File: src/rtl/mux_slot_decoder.sv
// mux_slot_decoder: rebuilds a frame of NUM_INPUTS channels from time-multiplexed slots framed by a marker cycle.
module mux_slot_decoder #(
  parameter int MUX_LINES  = 4,
  parameter int NUM_LINES  = 2,
  parameter int NUM_INPUTS = NUM_LINES * MUX_LINES
) (
  input  logic                  clk,
  input  logic                  reset,
  input  logic                  enable,
  input  logic [MUX_LINES:0]    mux_in,
  input  logic                  sh_reset_in,
  input  logic [NUM_LINES-1:0]  line_in,
  output logic [NUM_INPUTS-1:0] pulse_out,
  output logic                  frame_valid,
  output logic                  locked,
  output logic                  error,
  output logic [31:0]           frame_count,
  output logic [15:0]           err_count
);
  localparam int SW = MUX_LINES > 1 ? $clog2(MUX_LINES) : 1;
  typedef enum logic [1:0] {HUNT, SLOT, MARK} state_t;
  state_t state, state_nx;
  logic [SW-1:0] slot, slot_nx;
  logic [MUX_LINES-1:0][NUM_LINES-1:0] shadow;
  logic [MUX_LINES:0] exp_sel;
  logic marker, slot_ok, last, capture, commit, viol;
  // Anything in SLOT/MARK that is neither a capture nor a commit is a violation,
  // so a marker that collides with a violation can never resynchronise.
  always_comb begin
    exp_sel  = {{MUX_LINES{1'b0}}, 1'b1} << slot;
    marker   = sh_reset_in && mux_in == '0;
    slot_ok  = !sh_reset_in && mux_in == exp_sel;
    last     = slot == SW'(MUX_LINES - 1);
    capture  = enable && state == SLOT && slot_ok;
    commit   = enable && state == MARK && marker;
    viol     = enable && state != HUNT && !capture && !commit;
    state_nx = state;
    slot_nx  = slot;
    if (!enable || viol) begin
      state_nx = HUNT;
      slot_nx  = '0;
    end else if (state == HUNT && marker) begin
      state_nx = SLOT;
      slot_nx  = '0;
    end else if (capture) begin
      state_nx = last ? MARK : SLOT;
      slot_nx  = last ? '0 : slot + 1'b1;
    end else if (commit) begin
      state_nx = SLOT;
      slot_nx  = '0;
    end
  end
  always_ff @(posedge clk) begin
    if (reset) begin
      state       <= HUNT;
      slot        <= '0;
      shadow      <= '0;
      pulse_out   <= '0;
      frame_valid <= 1'b0;
      locked      <= 1'b0;
      error       <= 1'b0;
      frame_count <= '0;
      err_count   <= '0;
    end else begin
      state       <= state_nx;
      slot        <= slot_nx;
      frame_valid <= commit;
      error       <= viol;
      locked      <= commit ? 1'b1 : (viol || !enable) ? 1'b0 : locked;
      if (capture) shadow[slot] <= line_in;
      else if (viol) shadow <= '0;
      if (commit) begin
        pulse_out   <= shadow;
        frame_count <= frame_count + 32'd1;
      end
      if (viol && err_count != '1) err_count <= err_count + 16'd1;
    end
  end
endmodule

File: config.mk
export PLATFORM = sky130hd
export DESIGN_NAME = mux_slot_decoder
export DESIGN_NICKNAME = d
export VERILOG_FILES = /design/src/rtl/mux_slot_decoder.sv
export SDC_FILE = /design/constraint.sdc
export NUM_CORES = 1
export LEC_CHECK = 0
export ABC_AREA = 1
export CAP_MARGIN = 10
export CORE_ASPECT_RATIO = 0.9
export CORE_MARGIN = 2
export CORE_UTILIZATION = 57
export DETAILED_ROUTE_END_ITERATION = 8
export GPL_ROUTABILITY_DRIVEN = 0
export HOLD_SLACK_MARGIN = 0.12
export PLACE_DENSITY = 0.93
export SLEW_MARGIN = 10
export SYNTH_ARGS = -nofsm -noshare
export SYNTH_HDL_FRONTEND = slang
export SYNTH_SLANG_ARGS = --single-unit
File: constraint.sdc
create_clock -name clk -period 3.3 [get_ports clk]
set_input_delay 0.33 -clock clk [delete_from_list [all_inputs] [get_ports clk]]
set_output_delay 0.33 -clock clk [all_outputs]
set_load 0.01 [all_outputs]
; ---- After elaboration in Yosys (flattened, before gate mapping)
; Index checks and enable logic that the tools add are counted.
[totals]
output_inout_bits = 59
in_bits = 11
word_cells = 64
regBits = 71
[op_classes]
eq_ne = 5
reduce_logical = 26
magnitude_cmp = 2
add_sub_neg = 3
shifts = 1
n_mux = 14
[op_table]
columns = operator, n
row1 = adder 32 x 1 -> 32 bit (second input constant), 1
row2 = adder 16 x 1 -> 16 bit (second input constant), 1
row3 = 2-to-1 mux 8 bit, 2
row4 = != test 16 bit (second input constant), 1
row5 = 2-to-1 mux 2 bit, 7
row6 = logical AND 1 bit, 12
row7 = bitwise mux 8 bit, 1
row8 = nonzero test 2 bit, 4
row9 = equality test 5 bit, 1
row10 = logical NOT 5 bit, 1
row11 = << shifter 1 x 2 -> 5 bit (first input constant), 1
row12 = demux 2 bit (select 2 bit), 1
row13 = equality test 2 bit (second input constant), 2
row14 = logical NOT 1 bit, 4
row15 = less-than comparator 2 x 3 -> 1 bit (second input constant), 1
row16 = 2-to-1 mux 1 bit, 3
row17 = nonzero test 3 bit, 1
row18 = OR reduction 3 bit, 1
row19 = adder 2 x 1 -> 2 bit (second input constant), 1
row20 = equality test 2 x 1 -> 1 bit (second input constant), 1
row21 = greater-or-equal comparator 2 x 1 -> 1 bit (second input constant), 1
row22 = logical NOT 2 bit, 1
row23 = OR reduction 2 bit, 1
row24 = logical OR 1 bit, 1

; ---- Logic depth before layout (Yosys ltp)
[logic_depth]
depth_word = 10
ltp_mapped = 12
ltp_nobuf = 12

; ---- Worst setup path after synthesis
; OpenSTA, ideal clock, no wires.
[synth_timing]
path_kind = reg-to-reg
from = register slot[0]
to = register err_count[14]
slack_ns = 1.633
required_time_ns = 3.169
arrival_time_ns = 1.536
stages_incl_launch_ff = 12
n_path_buf = 1
period_less_slack_ns = 1.667
cell_sequence = dfxtp_1 inv_1 ha_1 nand2_1 nand2_1 nor2_1 nand3_4 nand3_4 nor2_2 buf_4 nand2_1 a21oi_2
[synth_via]
elab_chain_len = 8
[synth_lines]
columns = item, line
row1 = from (decl), 23  ; logic [SW-1:0] slot, slot_nx;
row2 = from (signal assigned), 66  ; slot <= slot_nx;
row3 = << shifter 1 x 2 -> 5 bit, 30  ; exp_sel = {{MUX_LINES{1'b0}}, 1'b1} << slot;
row4 = equality test 5 bit, 32  ; slot_ok = !sh_reset_in && mux_in == exp_sel;
row5 = logical AND 1 bit, 32
row6 = logical AND 1 bit, 34  ; capture = enable && state == SLOT && slot_ok;
row7 = logical NOT 1 bit, 36  ; viol = enable && state != HUNT && !capture && !commit;
row8 = logical AND 1 bit (2 in a row), 36
row9 = logical AND 1 bit, 76  ; if (viol && err_count != '1) err_count <= err_count + 16'd1;
row10 = to (signal assigned), 76
row11 = to (decl), 18  ; output logic [15:0] err_count
; No other way between the ends.
; A chain may end at the register's enable or synchronous reset.

; ---- Worst setup path after layout
[layout_timing]
from = input port enable
to = register err_count[14]
[layout_via]
elab_chain_len = 6
word_cells_on_any_way = 10
[layout_lines]
columns = item, line
row1 = from (decl), 9  ; input logic enable,
row2 = logical AND 1 bit (2 in a row), 34
row3 = logical NOT 1 bit, 36
row4 = logical AND 1 bit, 36
row5 = logical AND 1 bit *, 36
row6 = logical AND 1 bit *, 76
; Every way passes the cells marked *; elsewhere a longest branch is shown, timed or not.

==> results.md <==
* CTS sink cnt at 71
* Ys flop type: dfxtp_1
* Clock share of power at 46.5%
* Final Critical Period at 2.15 ns
* Fmax at 466 MHz
* Pwr Density at 348 nW/um2
* Vias in the first global route at 3803
* Ant diodes at 0
* Worst-skew pair later-pin latency at 0.35 ns
* Comb power frac at 3.2%
* Distinct cells, synth at 35
* Die ar. at 7580 um2
* Slowest stage delay, CP at 0.51 ns
* Post-synthesis adder-cell area fraction at 1.91%
* Max Cap Violations at 0
* Worst path bufs/invs at 1
* Die width at 91.6 um
* Clock-pin transition on the worst setup and hold timing paths at 0.08 ns
* 1st-iter DRT viols at 233
* Largest net degree at the start of global routing at 41
* PortBufs at 69
* First-pass GRT wire length at 16400 um
* Register area at 1420 um2
* Core Rows at 28
* Top cell type's share of synthesized area at 36.1%
* Postcts setup bufs at 0
* Via density at 5.44
* Sequential area share after synthesis at 36.1%
* Largest family of logic cells by synthesized area: simple AND/OR/NAND/NOR gates
* Hold Fails Final Rpt at 0
* Synth Area in Simple Gates at 42.3%
* First-pass DRT Iterations at 4
* I/O pin count at 70
* Yosys reg bits at 71
* Fillers at 491
* CTS Buffer Depth at 2
* Post-synth ARST share at 0%
* Initial antenna violation count at 0
* Worst-margin pin slew at 0.893 ns
* H-tree levels at 3
* WS Path Type: primary input to flop
* Crit. Startpoint: enable
* Hold/Removal Path Class: flop to flop
* Share of layout cells above drive strength 1 at 6.57%
* Gate Count Post-Synth at 599
* RSZ-0062 raised after global routing: false
* P_int at 1.34 mW
* Footprint of the multi-input gates at 2250 um2
* Starting Density at 59.4%
* Post-CTS Hold Buffers at 0
* CP Launch Type: primary input
* Worst R2R Start: slot[0]
* Resized cells post-CTS at 0
* Syn Nets at 616
* WP data required at 3.58 ns
* Sw Ratio at 21.2%
* Maximum vdd drop at 0.355 mV
* Post-synthesis xor/xnor area fraction at 2.45%
* Syn_area_per_cell at 6.57 um2
* Avg WL per Cell at 13.2 um
* Fin crit share at 65.1%
* DRC at 0
* Compound-Gate Fraction of Synth Area at 10.5%
* Worst path slowest cell: clkdlybuf4s50_1
* # nets final at 682
* P_leak at 1.71 nW
* CP top delay family: simple AND/OR/NAND/NOR gates
* Setup violators final at 0
* CTS tree: built
* Post-synth top cells: 190 x nand2_1, 105 x nor2_1, 71 x dfxtp_1, 46 x a21oi_1, 43 x inv_1
* Worst setup EP type: flop
* Root Driver: clkbuf_8
* Slew Limit Fails at 0
* Sequential Power Share at 50.3%
* Worst hold slack at 0.488 ns
* Total number of vias at 4137
* Crit path cell chain: clkdlybuf4s50_1 > nand3_1 > nand3b_4 > nand3_4 > nor2_2 > nand2_1 > a21oi_2
* Area leader, netlist: dfxtp_1
* EDFF count, synth at 0
* Psw at 0.361 mW
* Max Clock Skew at 0.0105 ns
* Mapped Area at 3930 um2
* CP arrival at 2.43 ns
* Most common cell in the netlist: nand2_1
* Tot GR Track Use at 26.0%
* Area grow syn2layout at 24.3%
* Drt total wl at 10000 um
* CP Max Fanout at 35
* Post-synthesis mux area share at 0%
* Setup TNS at 0 ns
* Status: complete, no violations
* Core ar. at 6620 um2
* Synth area leaders: dfxtp_1 36%, nand2_1 18%, nor2_1 10%
* TritonCTS Buffers at 9
* Post-route ant nets at 0
* Max_slew headroom at 40.4%
* Gr ovfl total at 0
* Syn. warnings at 0
* Hold path startpoint: shadow[4]
* DPL Wire Length at 7310 um
* Die Ht at 82.8 um
[worst min-delay path, stage by stage, from the launching register on]
cell and delay (ns):
dfxtp_1 0.31, nand3_1 0.08, a21oi_1 0.06
[layer usage]
metal	vias to the layer above	wire length [um]	GRT usage, %
li1	2056	-	-
met1	1912	4120	30.4
met2	148	5030	46.5
met3	21	642	5.81
met4	0	206	9.23
met5	-	0	0
[kinds of logic after synthesis]
kind of cell    count (synthesis)
fa+ha+maj                       6
flops                          71
compound gates                 77
simple gates                  373
buf+inv                        61
xor+xnor                       11
[power by group through the flow]
stage / clock network (mW) / logic (mW) / registers, mW
after CTS: 0.799 / 0.0545 / 0.856
after global routing: 0.834 / 0.0599 / 0.856
after detailed placement: 0 / 0.0541 / 0.876
after floorplan: 0 / 0.0311 / 0.876
after global placement: 0 / 0.0520 / 0.876
final: 0.791 / 0.0551 / 0.856
[stage by stage]
stage	std cells	power [mW]	cell area, um2	worst slack (ns)	utilization (%)
2_1_floorplan	599	0.907	3930	1.63	-
3_3_place_gp	744	0.928	4660	0.905	70.3
3_5_place_dp	744	0.930	4660	0.769	70.3
4_1_cts	760	1.71	4890	1.14	73.8
5_1_grt	760	1.75	4890	0.991	73.8
6_report	760	1.70	4890	1.15	73.8
[cell usage in the layout, fill, tap and decap left out]
| cell | n |
|---|---|
| inv_2 | 2 |
| nor3_1 | 4 |
| nor2_4 | 2 |
| nand2_2 | 2 |
| o21bai_1 | 2 |
| dfxtp_1 | 71 |
| nor3b_2 | 1 |
| nand3b_1 | 12 |
| a21oi_2 | 4 |
| o22ai_2 | 1 |
| xnor2_1 | 7 |
| and3_1 | 2 |
| nor3b_1 | 1 |
| nand2_1 | 190 |
| clkdlybuf4s50_1 | 69 |
| nor2_2 | 5 |
| nand4_4 | 1 |
| and2_1 | 1 |
| nand4_1 | 10 |
| nand3b_4 | 1 |
| nor3_2 | 2 |
| nor3_4 | 1 |
| nand3_1 | 29 |
| xor2_1 | 4 |
| inv_1 | 43 |
| nand3_4 | 2 |
| o21ai_0 | 24 |
| nand3_2 | 2 |
| clkinv_2 | 1 |
| buf_4 | 2 |
| ha_1 | 6 |
| clkbuf_8 | 11 |
| nor2_1 | 105 |
| bufinv_16 | 2 |
| a21oi_1 | 46 |
| clkinvlp_4 | 2 |
[state kept, by name, indices dropped and copies added, names as in the netlist]
signal,count
err_count,16
error,1
frame_count,32
frame_valid,1
locked,1
pulse_out,8
shadow,8
slot,2
state,2
[layout make-up]
cell class	count	area share, %
multi-input cells	467	46.0
flip-flops and latches	71	29.1
repair buffers	71	14.4
inverters	45	3.46
clock buffers	11	3.10
well taps	90	2.30
clock inverters	5	1.64
[worst paths after layout]
path         slack (ns)             to  cells past startpoint
max                1.15  err_count[14]                      7
min                0.49      shadow[4]                      2
max reg2reg        1.18  err_count[14]                     11
min reg2reg        0.49      shadow[4]                      2
Note: power is estimated with default switching activity, not from simulation.
